<file path="config.mk">
export PLATFORM = sky130hd
export DESIGN_NAME = multiple_transfer_sequencer
export DESIGN_NICKNAME = d
export VERILOG_FILES = /design/src/rtl/multiple_transfer_sequencer.sv
export SDC_FILE = /design/constraint.sdc
export NUM_CORES = 1
export LEC_CHECK = 0
export CAP_MARGIN = 5
export CORE_UTILIZATION = 40
export DETAILED_ROUTE_END_ITERATION = 7
export HOLD_SLACK_MARGIN = 0.1
export PLACE_DENSITY = 0.69
export SLEW_MARGIN = 20
export SYNTH_ARGS = -nofsm -noshare
export SYNTH_HDL_FRONTEND = slang
export SYNTH_SLANG_ARGS = --single-unit
</file>
<file path="constraint.sdc">
create_clock -name clk -period 14.9 [get_ports clk]
set_clock_uncertainty 0.1 [all_clocks]
set_input_delay 2.235 -clock clk [delete_from_list [all_inputs] [get_ports clk]]
set_output_delay 2.235 -clock clk [all_outputs]
set_load 0.02 [all_outputs]
</file>
<file path="src/rtl/multiple_transfer_sequencer.sv">
// rtl/multiple_transfer_sequencer.sv - load/store-multiple sequencer; optional MTS_ALIGN_CHECK_EN flags misaligned base
module multiple_transfer_sequencer #(
    parameter int ADDR_W = 32
) (
    input  logic              clk,
    input  logic              rst_n,
    input  logic              start,
    input  logic [15:0]       reg_list,
    input  logic [ADDR_W-1:0] base_addr,
    input  logic              p,
    input  logic              u,
    input  logic              l,
    input  logic              w,
    input  logic              mem_ready,
    output logic              busy,
    output logic              mem_req,
    output logic              mem_rw,
    output logic [ADDR_W-1:0] mem_addr,
    output logic [3:0]        reg_addr,
    output logic              wb_en,
    output logic [ADDR_W-1:0] wb_value,
    output logic              done,
    output logic              err
);

    typedef enum logic [2:0] {
        S_IDLE  = 3'd0,
        S_SETUP = 3'd1,
        S_XFER  = 3'd2,
        S_WB    = 3'd3,
        S_DONE  = 3'd4
    } state_t;

    localparam logic [ADDR_W-1:0] C_FOUR = {{(ADDR_W-3){1'b0}}, 3'b100};

    state_t            r_state;
    logic [15:0]       r_mask;
    logic [ADDR_W-1:0] r_base;
    logic              r_p;
    logic              r_u;
    logic              r_l;
    logic              r_w;
    logic              r_busy;
    logic              r_mem_req;
    logic              r_mem_rw;
    logic [ADDR_W-1:0] r_mem_addr;
    logic [3:0]        r_reg_addr;
    logic              r_wb_en;
    logic [ADDR_W-1:0] r_wb_value;
    logic              r_done;
    logic              r_err;

    logic [4:0]        w_n;
    logic [ADDR_W-1:0] w_four_n;
    logic [ADDR_W-1:0] w_start_addr;
    logic [ADDR_W-1:0] w_wb_value;
    logic [15:0]       w_mask_next;
    logic [3:0]        w_first_reg;
    logic [3:0]        w_next_reg;
    logic              w_misaligned;

    // Lowest set bit of a register mask; zero for an empty mask.
    function automatic logic [3:0] f_lowest(input logic [15:0] m);
        logic [3:0] idx;
        idx = 4'd0;
        for (int i = 15; i >= 0; i--) begin
            if (m[i]) idx = 4'(i);
        end
        return idx;
    endfunction

    // Number of registers in the latched list (0..16).
    always_comb begin
        w_n = 5'd0;
        for (int i = 0; i < 16; i++) begin
            w_n = w_n + {4'd0, r_mask[i]};
        end
    end

    // Start address and writeback value for the four addressing modes.
    always_comb begin
        w_four_n   = {{(ADDR_W-7){1'b0}}, w_n, 2'b00};
        w_wb_value = r_u ? (r_base + w_four_n) : (r_base - w_four_n);
        case ({r_p, r_u})
            2'b01:   w_start_addr = r_base;
            2'b11:   w_start_addr = r_base + C_FOUR;
            2'b00:   w_start_addr = r_base - w_four_n + C_FOUR;
            default: w_start_addr = r_base - w_four_n;
        endcase
    end

    assign w_mask_next = r_mask & (r_mask - 16'd1);
    assign w_first_reg = f_lowest(r_mask);
    assign w_next_reg  = f_lowest(w_mask_next);

`ifdef MTS_ALIGN_CHECK_EN
    logic r_misaligned;

    // Remember whether the sampled base had non-zero low bits.
    always_ff @(posedge clk or negedge rst_n) begin
        if (!rst_n) begin
            r_misaligned <= 1'b0;
        end else if (r_state == S_IDLE && start) begin
            r_misaligned <= |base_addr[1:0];
        end
    end

    assign w_misaligned = r_misaligned && (w_n != 5'd0);
`else
    // Low base bits are dropped; addresses are always word aligned.
    logic w_unused_base_lsb;
    assign w_unused_base_lsb = ^base_addr[1:0];
    assign w_misaligned      = 1'b0;
`endif

    // Sequencer FSM with all outputs registered.
    always_ff @(posedge clk or negedge rst_n) begin
        if (!rst_n) begin
            r_state    <= S_IDLE;
            r_mask     <= 16'd0;
            r_base     <= '0;
            r_p        <= 1'b0;
            r_u        <= 1'b0;
            r_l        <= 1'b0;
            r_w        <= 1'b0;
            r_busy     <= 1'b0;
            r_mem_req  <= 1'b0;
            r_mem_rw   <= 1'b0;
            r_mem_addr <= '0;
            r_reg_addr <= 4'd0;
            r_wb_en    <= 1'b0;
            r_wb_value <= '0;
            r_done     <= 1'b0;
            r_err      <= 1'b0;
        end else begin
            case (r_state)
                S_IDLE: begin
                    if (start) begin
                        r_mask  <= reg_list;
                        r_base  <= {base_addr[ADDR_W-1:2], 2'b00};
                        r_p     <= p;
                        r_u     <= u;
                        r_l     <= l;
                        r_w     <= w;
                        r_err   <= 1'b0;
                        r_busy  <= 1'b1;
                        r_state <= S_SETUP;
                    end
                end
                S_SETUP: begin
                    r_wb_value <= w_wb_value;
                    if (w_n == 5'd0 || w_misaligned) begin
                        r_err   <= w_misaligned;
                        r_done  <= 1'b1;
                        r_state <= S_DONE;
                    end else begin
                        r_mem_req  <= 1'b1;
                        r_mem_rw   <= r_l;
                        r_mem_addr <= w_start_addr;
                        r_reg_addr <= w_first_reg;
                        r_state    <= S_XFER;
                    end
                end
                S_XFER: begin
                    if (mem_ready) begin
                        r_mask     <= w_mask_next;
                        r_mem_addr <= r_mem_addr + C_FOUR;
                        if (w_mask_next == 16'd0) begin
                            r_mem_req <= 1'b0;
                            r_mem_rw  <= 1'b0;
                            if (r_w) begin
                                r_wb_en <= 1'b1;
                                r_state <= S_WB;
                            end else begin
                                r_done  <= 1'b1;
                                r_state <= S_DONE;
                            end
                        end else begin
                            r_reg_addr <= w_next_reg;
                        end
                    end
                end
                S_WB: begin
                    r_wb_en <= 1'b0;
                    r_done  <= 1'b1;
                    r_state <= S_DONE;
                end
                S_DONE: begin
                    r_done  <= 1'b0;
                    r_err   <= 1'b0;
                    r_busy  <= 1'b0;
                    r_state <= S_IDLE;
                end
                default: begin
                    r_state <= S_IDLE;
                end
            endcase
        end
    end

    assign busy     = r_busy;
    assign mem_req  = r_mem_req;
    assign mem_rw   = r_mem_rw;
    assign mem_addr = r_mem_addr;
    assign reg_addr = r_reg_addr;
    assign wb_en    = r_wb_en;
    assign wb_value = r_wb_value;
    assign done     = r_done;
    assign err      = r_err;

endmodule
</file>
=== Word level (Yosys, flattened, before mapping) ===
Cells that the tools add are included.

* Register bits: 127
* Bits in latches: 0
* Bits in writable memories: 0
* Memory bits (read-only): 0
* Input bits: 56
* Output and inout port bits: 74
* Logic and storage cells: 142
* Memories: 0

* $add $sub $neg: 21
* Multiply operators: 0
* Div/mod/pow operators: 0
* $lt $le $gt $ge: 0
* Equality and inequality tests: 14
* Shift-type cells: 0
* Mux-type cells: 70
* Bitwise logic cells: 1
* Reduce and logical (&&, ||, !) cells: 20

{| class="wikitable"
|+ Operators with widths
! operator !! count
|-
| $mux 4 || 35
|-
| $add 32x3->32 const B || 3
|-
| $mux 32 || 3
|-
| $pmux 32 s3 || 1
|-
| $pmux 32 s2 || 1
|-
| $add 5x1->5 || 11
|-
| $add 32x7->32 || 1
|-
| $mux 16 || 2
|-
| $pmux 16 s2 || 1
|-
| $sub 32x7->32 || 1
|-
| $and 16x16->16 || 1
|-
| $logic_not 16->1 || 1
|-
| $ne 2x2->1 const B || 8
|-
| $sub 16x1->16 const B || 1
|-
| $mux 3 || 5
|-
| $mux 1 || 14
|-
| $pmux 3 s4 || 1
|-
| $reduce_and 3->1 || 4
|-
| $reduce_and 4->1 || 3
|-
| $pmux 1 s2 || 4
|-
| $pmux 4 s2 || 1
|-
| $reduce_bool 2->1 || 4
|-
| $eq 3x2->1 const B || 2
|-
| $add 4x1->5 || 1
|-
| 16 further kinds || 17
|}

=== Longest topological paths before layout ===
* Depth after elaboration: 21
* Mapped depth: 28
* Gate-level depth less buffers: 24

=== Worst setup path after synthesis ===
Ideal clock, no wire load.

* Path type: register -> register
* From: reg r_mask[9]
* To: reg r_mem_addr[22], in the netlist mem_addr[22]
* Library setup time: 0.126 ns
* Data arrival time: 6.238 ns
* Required time: 14.674 ns
* Setup slack: 8.436 ns
* Cell stages (with the launch flop): 25
* Path buffers: 1
* Period minus slack after synthesis: 6.464 ns
* Cell sequence: dfrtp_1 > clkbuf_1 > inv_1 > fa_1 > inv_1 > fa_1 > fa_1 > inv_1 > fa_1 > inv_1 > ha_1 > inv_1 > fa_1 > nor2b_1 > o21ai_0 > ha_1 > nor3_4 > nand2_2 > nor4_4 > mux2_4 > and2_4 > or4_4 > a2111oi_4 > nor3_1 > a221o_1

* Longest elaborated chain between the ends: 12
* Elaborated cells on any way between the ends: 15
* Classes of those cells: 9 x add/sub; 1 x eq/ne; 3 x mux; 2 x reduce/logical

{| class="wikitable"
|+ RTL lines
! what !! line !! text
|-
| start, declared || 37 || <nowiki>logic [15:0] r_mask;</nowiki>
|-
| start signal, assigned || 139 || <nowiki>r_mask <= reg_list;</nowiki>
|-
| start signal, assigned || 166 || <nowiki>r_mask <= w_mask_next;</nowiki>
|-
| $add 5x1->5 * (7 in series) || 76 || <nowiki>w_n = w_n + {4'd0, r_mask[i]};</nowiki>
|-
| $sub 32x7->32 || 87, 88 ||
|-
| $add 32x3->32 || 87 || <nowiki>2'b00: w_start_addr = r_base - w_four_n + C_FOUR;</nowiki>
|-
| $pmux 32 s3 || 84 || <nowiki>case ({r_p, r_u})</nowiki>
|-
| $mux 32 || 152 || <nowiki>if (w_n == 5'd0 || w_misaligned) begin</nowiki>
|-
| $pmux 32 s2 || 136 || <nowiki>case (r_state)</nowiki>
|-
| end signal, assigned || 159 || <nowiki>r_mem_addr <= w_start_addr;</nowiki>
|-
| end signal, assigned || 167 || <nowiki>r_mem_addr <= r_mem_addr + C_FOUR;</nowiki>
|-
| end, declared || 46 || <nowiki>logic [ADDR_W-1:0] r_mem_addr;</nowiki>
|}

Mark *: on every way between the ends. The rest lies on a longest branch, timed or not. The select of a mux whose other input is x is not followed.
A chain may end at the register's enable or synchronous reset.

=== Worst setup path after layout ===
* From: reg r_mask[5]
* To: reg r_mem_addr[30], in the netlist mem_addr[30]

* Longest elaborated chain between the ends: 16
* Elaborated cells on any way between the ends: 19
* Classes of those cells: 13 x add/sub; 1 x eq/ne; 3 x mux; 2 x reduce/logical

{| class="wikitable"
|+ RTL lines
! what !! line
|-
| $add 5x1->5 * (11 in series) || 76
|-
| $sub 32x7->32 || 87, 88
|-
| $add 32x3->32 || 87
|-
| $pmux 32 s3 || 84
|-
| $mux 32 || 152
|-
| $pmux 32 s2 || 136
|}

Marked as above.

==> metrics <==
Hold Path Class reg -> reg; clock root buffer clkbuf_16; CTS Sinks 122; vias in the first global route 9875; DIE AREA 26500 sq um; initial core utilization 40.9%; NumNets Final 1443; M1 GR Usage 35.3%; # rows 58; R2R Path Start r_mask[5]; Final Cycle Share 48.6%; Area Growth Syn to Fin 17.9%; ys flop type dfrtp_1; Critical Path Start r_mask[5]; Mean Syn Cell Area 8.00 sq um; maximum buffer depth of the clock tree 2; routability congestion estimate 0.953; Clock Latency Late Sink 0.44 ns; leading post-synthesis cells by cell area dfrtp_1 (30%), o21ai_0 (5.4%), nand2_1 (5.0%), a21oi_1 (4.1%), xnor2_1 (4.0%); Setup Crit Path Kind reg -> reg; CP Data Arrival Time 7.48 ns; min Tclk post-route 7.24 ns; Slew headroom 35.8%; post-synth top area cell dfrtp_1; Reg-to-Reg End mem_addr[30]; area share of the largest cell type after synthesis 29.6%; grt total ovfl 0; pin count of the biggest net entering global routing 74; Critical Path Start Type flop; Worst Setup EP mem_addr[30]; HPWL Detailed 25.4 mm; Port Buffers 122; Placed Cells 1663; Ys Warns 0; worst reg2reg path depth 23; Post-Synthesis Cells 1290; RSZ-0062 raised after global routing no; Worst Tran Pin Value 0.963 ns; htree depth 4; EDFF count, synth 0; GRT busiest layer met2; Antenna Nets Post-Route 0; Seq/Total Area, Yosys 29.6%; aggregate global-route resource usage 26.5%; grt met3 use 3.08%; Max Clk Rate 0.138 GHz; drt first pass iters 5; CP endpoint kind flop; status complete, no violations; CTS resizes 0; Setup Viol. Count Final 0; Final TNS setup 0 ns; routed length per placed instance 20.4 microns; Final Non-Filler Cells 1695; 1st-iter DRT viols 934; Vias/cell 6.06; Crit path required time 15.14 ns; setup slack, reg-to-reg 7.66 ns; Synth async-reset ratio 100%; Worst-path clk slew 0.07 ns; Max FO, Critical Path 10; antenna violations before repair 0; endpoints failing hold 0; count of distinct cell types in the synthesized netlist 93; Synth Register Bits 122; Final Max Tran Viols 0; max_cap viols 0; CORE AREA 25300 sq um; Vias 10300; first-pass GRT wire length 54.4 mm; Die X 163 microns; netlist area before placement 10300 sq um; Die Y 163 microns; Setup Buffers After CTS 0; # hold bufs at CTS 0; Filler Cell Count 2524; final WL 34.6 mm; share of cells above drive strength 1 8.13%; CTS tree built; I/O pin cnt 130; grt met2 use 43.9%; drt drc 0; diode count 0; Num CTS Buffers 17
==> synth_stat cells (7+ instances only) <==
master and n:
nand2_1 138, dfrtp_1 122, o21ai_0 112, nor2_1 106, a21oi_1 84, clkbuf_1 66, nand3_1 52, inv_1 49
xnor2_1 47, nor3_1 39, xor2_1 31, a31oi_1 29, mux2_2 26, ha_1 23, nor4_1 19, a211oi_1 18
nand4_1 18, or3_1 17, and3_1 14, o22ai_1 13, a21o_1 12, fa_1 12, nor2b_1 12, a22o_1 11
nand2b_1 11, o21a_1 10, buf_2 9, and2_1 8, o31ai_1 8, a311oi_1 7, buf_6 7, o211ai_1 7
==> cells by family after synthesis <==
logic type / Yosys count / share of synthesized area (%)
and+or+nand+nor: 487 / 24.4
AOI/OAI and AO/OA: 385 / 24.0
buffers and inverters: 150 / 6.77
DFF: 122 / 29.6
xor gates and xnor gates: 78 / 6.62
adders and majority gates: 36 / 5.21
muxes: 31 / 3.37
other: 1 / 0.0363
==> stage by stage <==
stage | hold WS [ns] | utilization [%] | cell area, sq um | setup slack [ns]
global placement | 0.353 | 45.9 | 11600 | 7.86
floorplan | 0.335 | - | 10300 | 8.44
detailed placement | 0.365 | 45.9 | 11600 | 7.79
CTS | 0.389 | 48.2 | 12200 | 7.77
global route | 0.403 | 48.2 | 12200 | 7.24
finish | 0.380 | 48.2 | 12200 | 7.66
==> cell usage in the layout (no fill, tap or decap), drive strengths merged, types with 23 or more instances in the layout <==
master / instances
nand2: 139
dfrtp: 122
clkdlybuf4s50: 121
o21ai: 116
nor2: 106
a21oi: 84
inv: 58
nand3: 52
xnor2: 47
nor3: 42
xor2: 31
a31oi: 29
mux2: 27
nor4: 27
ha: 23
==> worst min path at each step <==
stage	cells after the start	startpoint	slack (ns)	endpoint
after global routing	1	mem_req	0.40	mem_req
after detailed placement	1	mem_req	0.36	mem_req
after CTS	2	wb_value[6]	0.39	wb_value[6]
final	2	wb_value[6]	0.38	wb_value[6]
after global placement	2	r_l	0.35	mem_rw
after floorplan	2	r_l	0.33	mem_rw
==> critical path: stages (launching register included) <==
cell and delay [ns]:
dfrtp_1 0.44, inv_1 0.16, fa_1 0.56, inv_1 0.05, fa_1 0.46, fa_1 0.52, inv_1 0.05, fa_1 0.42
inv_1 0.07, ha_1 0.15, inv_1 0.05, fa_1 0.40, nor2b_1 0.13, o21ai_0 0.21, ha_1 0.39, nor3_4 0.44
nand4_2 0.41, nor4_1 0.56, xor2_1 0.30, and2_1 0.24, nand4b_1 0.18, o41ai_1 0.42, a31oi_1 0.17, a311oi_1 0.26
==> area by class of cell <==
class | count | area [sq um] | area share, %
flip-flops and latches | 122 | 3050 | 25.1
inverters | 51 | 191 | 1.57
multi-input cells | 1022 | 6600 | 54.2
well taps | 330 | 413 | 3.39
clock inverters | 15 | 151 | 1.24
repair buffers | 138 | 1340 | 11.0
clock buffers | 17 | 425 | 3.49
==> routing by layer <==
metal	share of wire (%)	up-vias
li1	-	4798
met2	48	400
met1	43	4998
met4	3.3	0
met5	0	-
met3	5.5	79
==> registers in the layout (all words and copies together) (netlist names) <==
| signal | count |
|---|---|
| wb_value | 30 |
| wb_en | 1 |
| r_mask | 16 |
| mem_req | 1 |
| mem_rw | 1 |
| r_w | 1 |
| r_l | 1 |
| done | 1 |
| reg_addr | 4 |
| mem_addr | 30 |
| r_p | 1 |
| r_state | 3 |
| r_u | 1 |
| r_base | 30 |
| busy | 1 |
Power is left out: the tool's default activity adds up to more than one toggle a clock period on the data nets, which glitch-free logic cannot reach.
